File: config.mk
export PLATFORM = sky130hd
export DESIGN_NAME = hazard_controller
export DESIGN_NICKNAME = d
export VERILOG_FILES = /design/src/rtl/hazard_controller.sv
export SDC_FILE = /design/constraint.sdc
export NUM_CORES = 1
export LEC_CHECK = 0
export ABC_AREA = 1
export CORE_ASPECT_RATIO = 0.9
export CORE_UTILIZATION = 44
export DETAILED_ROUTE_END_ITERATION = 16
export GPL_TIMING_DRIVEN = 0
export PLACE_DENSITY = 0.95
export SYNTH_ARGS = -nofsm -noshare
export SYNTH_HDL_FRONTEND = slang
export SYNTH_SLANG_ARGS = --single-unit
File: constraint.sdc
create_clock -name clk -period 2.6 [get_ports clk]
set_input_delay 0.52 -clock clk [delete_from_list [all_inputs] [get_ports clk]]
set_output_delay 0.52 -clock clk [all_outputs]
set_load 0.02 [all_outputs]
File: src/rtl/hazard_controller.sv
// hazard_controller: per-cycle advance/stall/bubble/flush/hold decisions for
// the 5-stage, 19-bit-instruction pipeline. Covers load-use bubbles, taken
// branch flushes, data-memory wait with timeout fault, and post-reset clearing.
// Optional feature macro: HAZARD_PERF_EN (saturating performance counters).
module hazard_controller #(
    parameter int unsigned INIT_CYCLES = 3,
    parameter int unsigned MEM_TIMEOUT = 255,
    parameter int unsigned CNT_W       = 16
) (
    input  logic              clk,
    input  logic              rst,
    input  logic [18:0]       id_inst,
    input  logic              id_reg2_read_source,
    input  logic [18:0]       ex_inst,
    input  logic              ex_mem_read,
    input  logic              ex_branch_taken,
    input  logic              mem_req,
    input  logic              mem_ready,
    output logic              pc_write,
    output logic              if_id_write,
    output logic              if_id_flush,
    output logic              id_ex_flush,
    output logic              pipe_hold,
    output logic              fault,
    output logic [CNT_W-1:0]  stall_cnt,
    output logic [CNT_W-1:0]  flush_cnt,
    output logic [CNT_W-1:0]  wait_cnt_total
);

    typedef enum logic [1:0] {
        S_INIT     = 2'd0,
        S_RUN      = 2'd1,
        S_MEM_WAIT = 2'd2,
        S_FAULT    = 2'd3
    } state_t;

    localparam logic [3:0]  INIT_LAST = 4'(INIT_CYCLES - 1);
    localparam logic [15:0] TIMEOUT_V = 16'(MEM_TIMEOUT);

    state_t      state, state_next;
    logic [3:0]  init_cnt, init_cnt_next;
    logic [15:0] wait_cnt, wait_cnt_next;
    logic        flush_pending, flush_pending_next;

    // One-cycle event strobes feeding the optional performance counters
    logic        ev_bubble, ev_flush, ev_frozen;

    logic [2:0]  dest, src1, src2_sel;
    logic        load_use, mem_frozen;

    // Only the register fields of the instructions matter here
    logic        unused_inst_bits;
    assign unused_inst_bits = ^{id_inst[18:11], id_inst[4:0], ex_inst[18:14], ex_inst[10:0]};

    // Operand/destination decode and hazard conditions
    always_comb begin
        dest       = ex_inst[13:11];
        src1       = id_inst[10:8];
        src2_sel   = id_reg2_read_source ? id_inst[10:8] : id_inst[7:5];
        load_use   = ex_mem_read && (dest != 3'd0) && ((dest == src1) || (dest == src2_sel));
        mem_frozen = mem_req && !mem_ready;
    end

    // State, init counter, wait counter and deferred-flush flag registers
    always_ff @(posedge clk or posedge rst) begin
        if (rst) begin
            state         <= S_INIT;
            init_cnt      <= '0;
            wait_cnt      <= '0;
            flush_pending <= 1'b0;
        end else begin
            state         <= state_next;
            init_cnt      <= init_cnt_next;
            wait_cnt      <= wait_cnt_next;
            flush_pending <= flush_pending_next;
        end
    end

    // Next-state and Mealy control outputs in priority order
    always_comb begin
        state_next         = state;
        init_cnt_next      = init_cnt;
        wait_cnt_next      = wait_cnt;
        flush_pending_next = flush_pending;
        pc_write           = 1'b0;
        if_id_write        = 1'b0;
        if_id_flush        = 1'b0;
        id_ex_flush        = 1'b0;
        pipe_hold          = 1'b0;
        fault              = 1'b0;
        ev_bubble          = 1'b0;
        ev_flush           = 1'b0;
        ev_frozen          = 1'b0;

        case (state)
            S_INIT: begin
                if_id_flush = 1'b1;
                id_ex_flush = 1'b1;
                if (init_cnt == INIT_LAST) begin
                    state_next    = S_RUN;
                    init_cnt_next = '0;
                end else begin
                    init_cnt_next = init_cnt + 4'd1;
                end
            end

            // RUN and MEM_WAIT share the frozen response and the case 2-4
            // decision; they differ only in wait-counter handling and in
            // whether a branch seen during the stall is replayed.
            S_RUN, S_MEM_WAIT: begin
                if (mem_frozen) begin
                    pipe_hold = 1'b1;
                    ev_frozen = 1'b1;
                    if (state == S_RUN) begin
                        state_next         = S_MEM_WAIT;
                        wait_cnt_next      = 16'd1;
                        flush_pending_next = ex_branch_taken;
                    end else if (wait_cnt == TIMEOUT_V) begin
                        state_next = S_FAULT;
                    end else begin
                        wait_cnt_next = wait_cnt + 16'd1;
                    end
                end else begin
                    state_next         = S_RUN;
                    flush_pending_next = 1'b0;
                    if (ex_branch_taken || flush_pending) begin
                        pc_write    = 1'b1;
                        if_id_write = 1'b1;
                        if_id_flush = 1'b1;
                        id_ex_flush = 1'b1;
                        ev_flush    = 1'b1;
                    end else if (load_use) begin
                        id_ex_flush = 1'b1;
                        ev_bubble   = 1'b1;
                    end else begin
                        pc_write    = 1'b1;
                        if_id_write = 1'b1;
                    end
                end
            end

            default: begin
                pipe_hold = 1'b1;
                fault     = 1'b1;
            end
        endcase
    end

`ifdef HAZARD_PERF_EN
    localparam logic [CNT_W-1:0] CNT_MAX = '1;

    // Saturating performance counters, cleared only by reset
    always_ff @(posedge clk or posedge rst) begin
        if (rst) begin
            stall_cnt      <= '0;
            flush_cnt      <= '0;
            wait_cnt_total <= '0;
        end else begin
            if (ev_bubble && (stall_cnt != CNT_MAX))
                stall_cnt <= stall_cnt + CNT_W'(1);
            if (ev_flush && (flush_cnt != CNT_MAX))
                flush_cnt <= flush_cnt + CNT_W'(1);
            if (ev_frozen && (wait_cnt_total != CNT_MAX))
                wait_cnt_total <= wait_cnt_total + CNT_W'(1);
        end
    end
`else
    logic unused_events;
    assign unused_events  = ev_bubble ^ ev_flush ^ ev_frozen;
    assign stall_cnt      = '0;
    assign flush_cnt      = '0;
    assign wait_cnt_total = '0;
`endif

endmodule

==> run metrics <==
outcome complete, no violations; Die H 65.93 um; crit path time final 2566 ps; Synth-to-Final Area Change 26.30%; I/O pins 99; HP Class reg2reg; crit path cell chain clkdlybuf4s50_1, inv_1, nand2_1, nand2_1, o21bai_1, nand2_1, inv_1, clkdlybuf4s50_1; CTS tree built; simple logic cell fraction of the synthesized area 28.43%; router iterations before antenna repair 4; PwrDens 670.1 nW/um^2; die area 4815 sq um; met2 usage 30.44%; worst ir drop on vdd 0.0005358 V; adder-cell share of the synthesized area 3.131%; violation count after the first detailed-route iteration 63; Critical Path RT 2080 ps; Design Power 0.001691 W; ANT nets after route 0; Worst Max-Slew Pin Slew 865.2 ps; initial antenna violation count 0; Chip Width 73.04 um; area of placed instances 2460 sq um; vias per cell 4.295; Post-synth EDFFs 0; total gr overflow 0; busiest grt layer met2; P_int 0.0009244 W; Global Route Usage Sum 17.24%; Sw Share 45.34%; CTS Buffer Depth 2; GR Util met1 20.99%; mux contribution to synthesized area 0%; final hold vios 0; Port Buf Inserts 21; CP top delay family buffers and inverters; clock root buffer clkbuf_8; register area 575.6 sq um; mapped cell area 1998 sq um; Final Cell Area 2524 sq um; Post-Route WL 3.866 mm; # nets final 408; Final Setup Violations 0; startpoint types primary input; CTS HTree Levels 1; clk_skew 1.837 ps; met3 Usage GRT 2.896%; detailed-route wire length per cell 9.271 um; setup slack at placement -206.3 ps; clock network power share 13.2%; Worst Setup Path Type in2out; Buf/Inv on CP 4; ys flop type dfrtp_1; Synth Area per Inst 7.061 sq um; Max Cap Viol 0; slowest stage delay, CP 590 ps; Detail Placement HPWL 3.093 mm; DRC 0; ratio of cells with drive above 1 in the final layout 18.77%; CP max stage cell clkdlybuf4s50_1; Synth Register Bits 23; leakage power 1.383 nW; Slew HR 42.26%; routed via count 1,791; GP Congestion 0.8629; Distinct cells, synth 27; Final Util 59.92%; Diodes inserted 0; largest family of logic cells by synthesized area simple AND/OR/NAND/NOR gates; Post-synth ARST share 100.0%; Synth Warn # 0; crit-path max FO 3; TritonCTS Buffers 3; Core Box Area 4212 sq um; complex-gate fraction of the synthesized area 8.453%; Arr. time, crit path 2050 ps; FP Rows 22; Synth Area in XOR/XNOR 6.137%; Clock Pin Slew Worst Setup and Hold Paths 80 ps; sequential fraction of design power 30.5%; Period Utilization, post-route 98.69%; fin worst setup slack 34.08 ps; CP dominant cell by count nand2_1; combinational share of power 56.2%; vias in the first global route 1,571; sw power 0.0007668 W; pin count of the biggest net entering global routing 24; first-pass GRT wire length 6.520 mm; Filler cells 369; register area share after synthesis 28.80%; multi-input logic area 1102 sq um; Slew Viols, Final 0; hold buffer count at cts 0; max frequency 389.7 MHz; Worst-Skew Late Latency 260 ps; number of cells produced by synthesis 283; Initial Utilization 47.45%; crit end category output port; clock sinks 23
per-layer routing:
layer,vias up,wire [um]
met5,-,0
met4,0,36
met3,5,217
met2,59,1944
met1,791,1668
li1,936,-
worst reg2reg max path, delay by kind of cell (launching register included):
family                   cells  cell delay [ps]
AO/OA/AOI/OAI                2              190
adder cells (fa/ha/maj)      1              320
buffers and inverters        2              140
flip-flops                   1              430
AND/OR/NAND/NOR              3              750
sequential cells by signal, summed over array words and instances (netlist names):
| name | cells |
|---|---|
| wait_cnt | 16 |
| init_cnt | 4 |
| flush_pending | 1 |
| state | 2 |
layout by cell type (no fill, tap or decap), types with 2 or more instances in the layout:
cell	count
ha_1	5
buf_6	2
o21ai_1	4
o21ai_2	3
o21ai_0	8
inv_1	26
dlygate4sd2_1	3
dfrtp_1	23
nor3_1	2
nand4_1	4
conb_1	48
o21bai_1	5
nor2_1	31
buf_4	51
clkdlybuf4s50_1	15
dlymetal6s2s_1	3
clkbuf_8	3
xor2_1	9
clkbuf_1	2
nand2_2	4
xnor2_1	5
nand3_1	21
nand2_1	72
power by group through the flow:
stage                     clock, W  sequential [W]  combinational, W
after global routing      0.000243        0.000528           0.00106
after detailed placement         0        0.000521          0.000952
after floorplan                  0        0.000504          0.000691
after CTS                 0.000233        0.000514          0.000930
after global placement           0        0.000514          0.000922
final                     0.000224        0.000516          0.000951
area by class of cell:
type                       instances  area share (%)
multi-input combinational        228           43.68
inverter                          26           3.867
timing repair buffer              23           9.073
buffer                            53           15.82
sequential                        23           22.81
tap                               60           2.975
clock buffer                       4           1.785
Yosys cell counts (2+ instances only):
| cell | instances | area, sq um |
|---|---|---|
| dfrtp_1 | 23 | 575.6 |
| o21ai_1 | 4 | 20.02 |
| nand2_1 | 72 | 270.3 |
| buf_6 | 2 | 22.52 |
| buf_4 | 49 | 367.9 |
| inv_1 | 26 | 97.59 |
| xor2_1 | 9 | 78.83 |
| nand3_1 | 21 | 105.1 |
| nand4_1 | 4 | 25.02 |
| nor3_1 | 2 | 10.01 |
| o21ai_2 | 3 | 26.28 |
| o21bai_1 | 5 | 37.54 |
| nand2_2 | 4 | 25.02 |
| nor2_1 | 31 | 116.4 |
| xnor2_1 | 5 | 43.79 |
| ha_1 | 5 | 62.56 |
| o21ai_0 | 8 | 40.04 |
final timing paths:
| kind | startpoint | cells past startpoint | end | slack, ps |
|---|---|---|---|---|
| max | mem_ready | 8 | if_id_flush | 30 |
| min | init_cnt[3]$_DFFE_PP0P_ | 1 | init_cnt[3]$_DFFE_PP0P_ | 490 |
| max reg2reg | state[0]$_DFFE_PP0P_ | 8 | wait_cnt[0]$_DFFE_PP0P_ | 700 |
| min reg2reg | init_cnt[3]$_DFFE_PP0P_ | 1 | init_cnt[3]$_DFFE_PP0P_ | 490 |
| max in group asynchronous | rst | 2 | wait_cnt[13]$_DFFE_PP0P_ | 1340 |
| min in group asynchronous | rst | 2 | wait_cnt[1]$_DFFE_PP0P_ | 730 |
through the flow:
stage | hold WS, ps | TNS (ps) | cells
CTS | 490.7 | 0 | 415
finish | 492.5 | 0 | 417
global placement | 459.3 | -395.8 | 411
global route | 526.9 | -25.58 | 417
detailed placement | 477.0 | -507.8 | 411
floorplan | 445.5 | 0 | 330
cell families (layout without fill, tap and decap cells):
kind of cell               Yosys count  after routing
DFF                                 23             23
and+or+nand+nor                    136            136
buffers and inverters               79            106
adders and majority gates            5              5
other                                1             48
AOI/OAI and AO/OA                   25             25
xor gates and xnor gates            14             14
repair_timing:
| action | 4_1_cts | 5_1_grt |
|---|---|---|
| resized for setup | 3 | 3 |
| setup buffers | 0 | 2 |
| setup endpoints to repair | 3 | 3 |
Power figures use the tool's default switching activity.
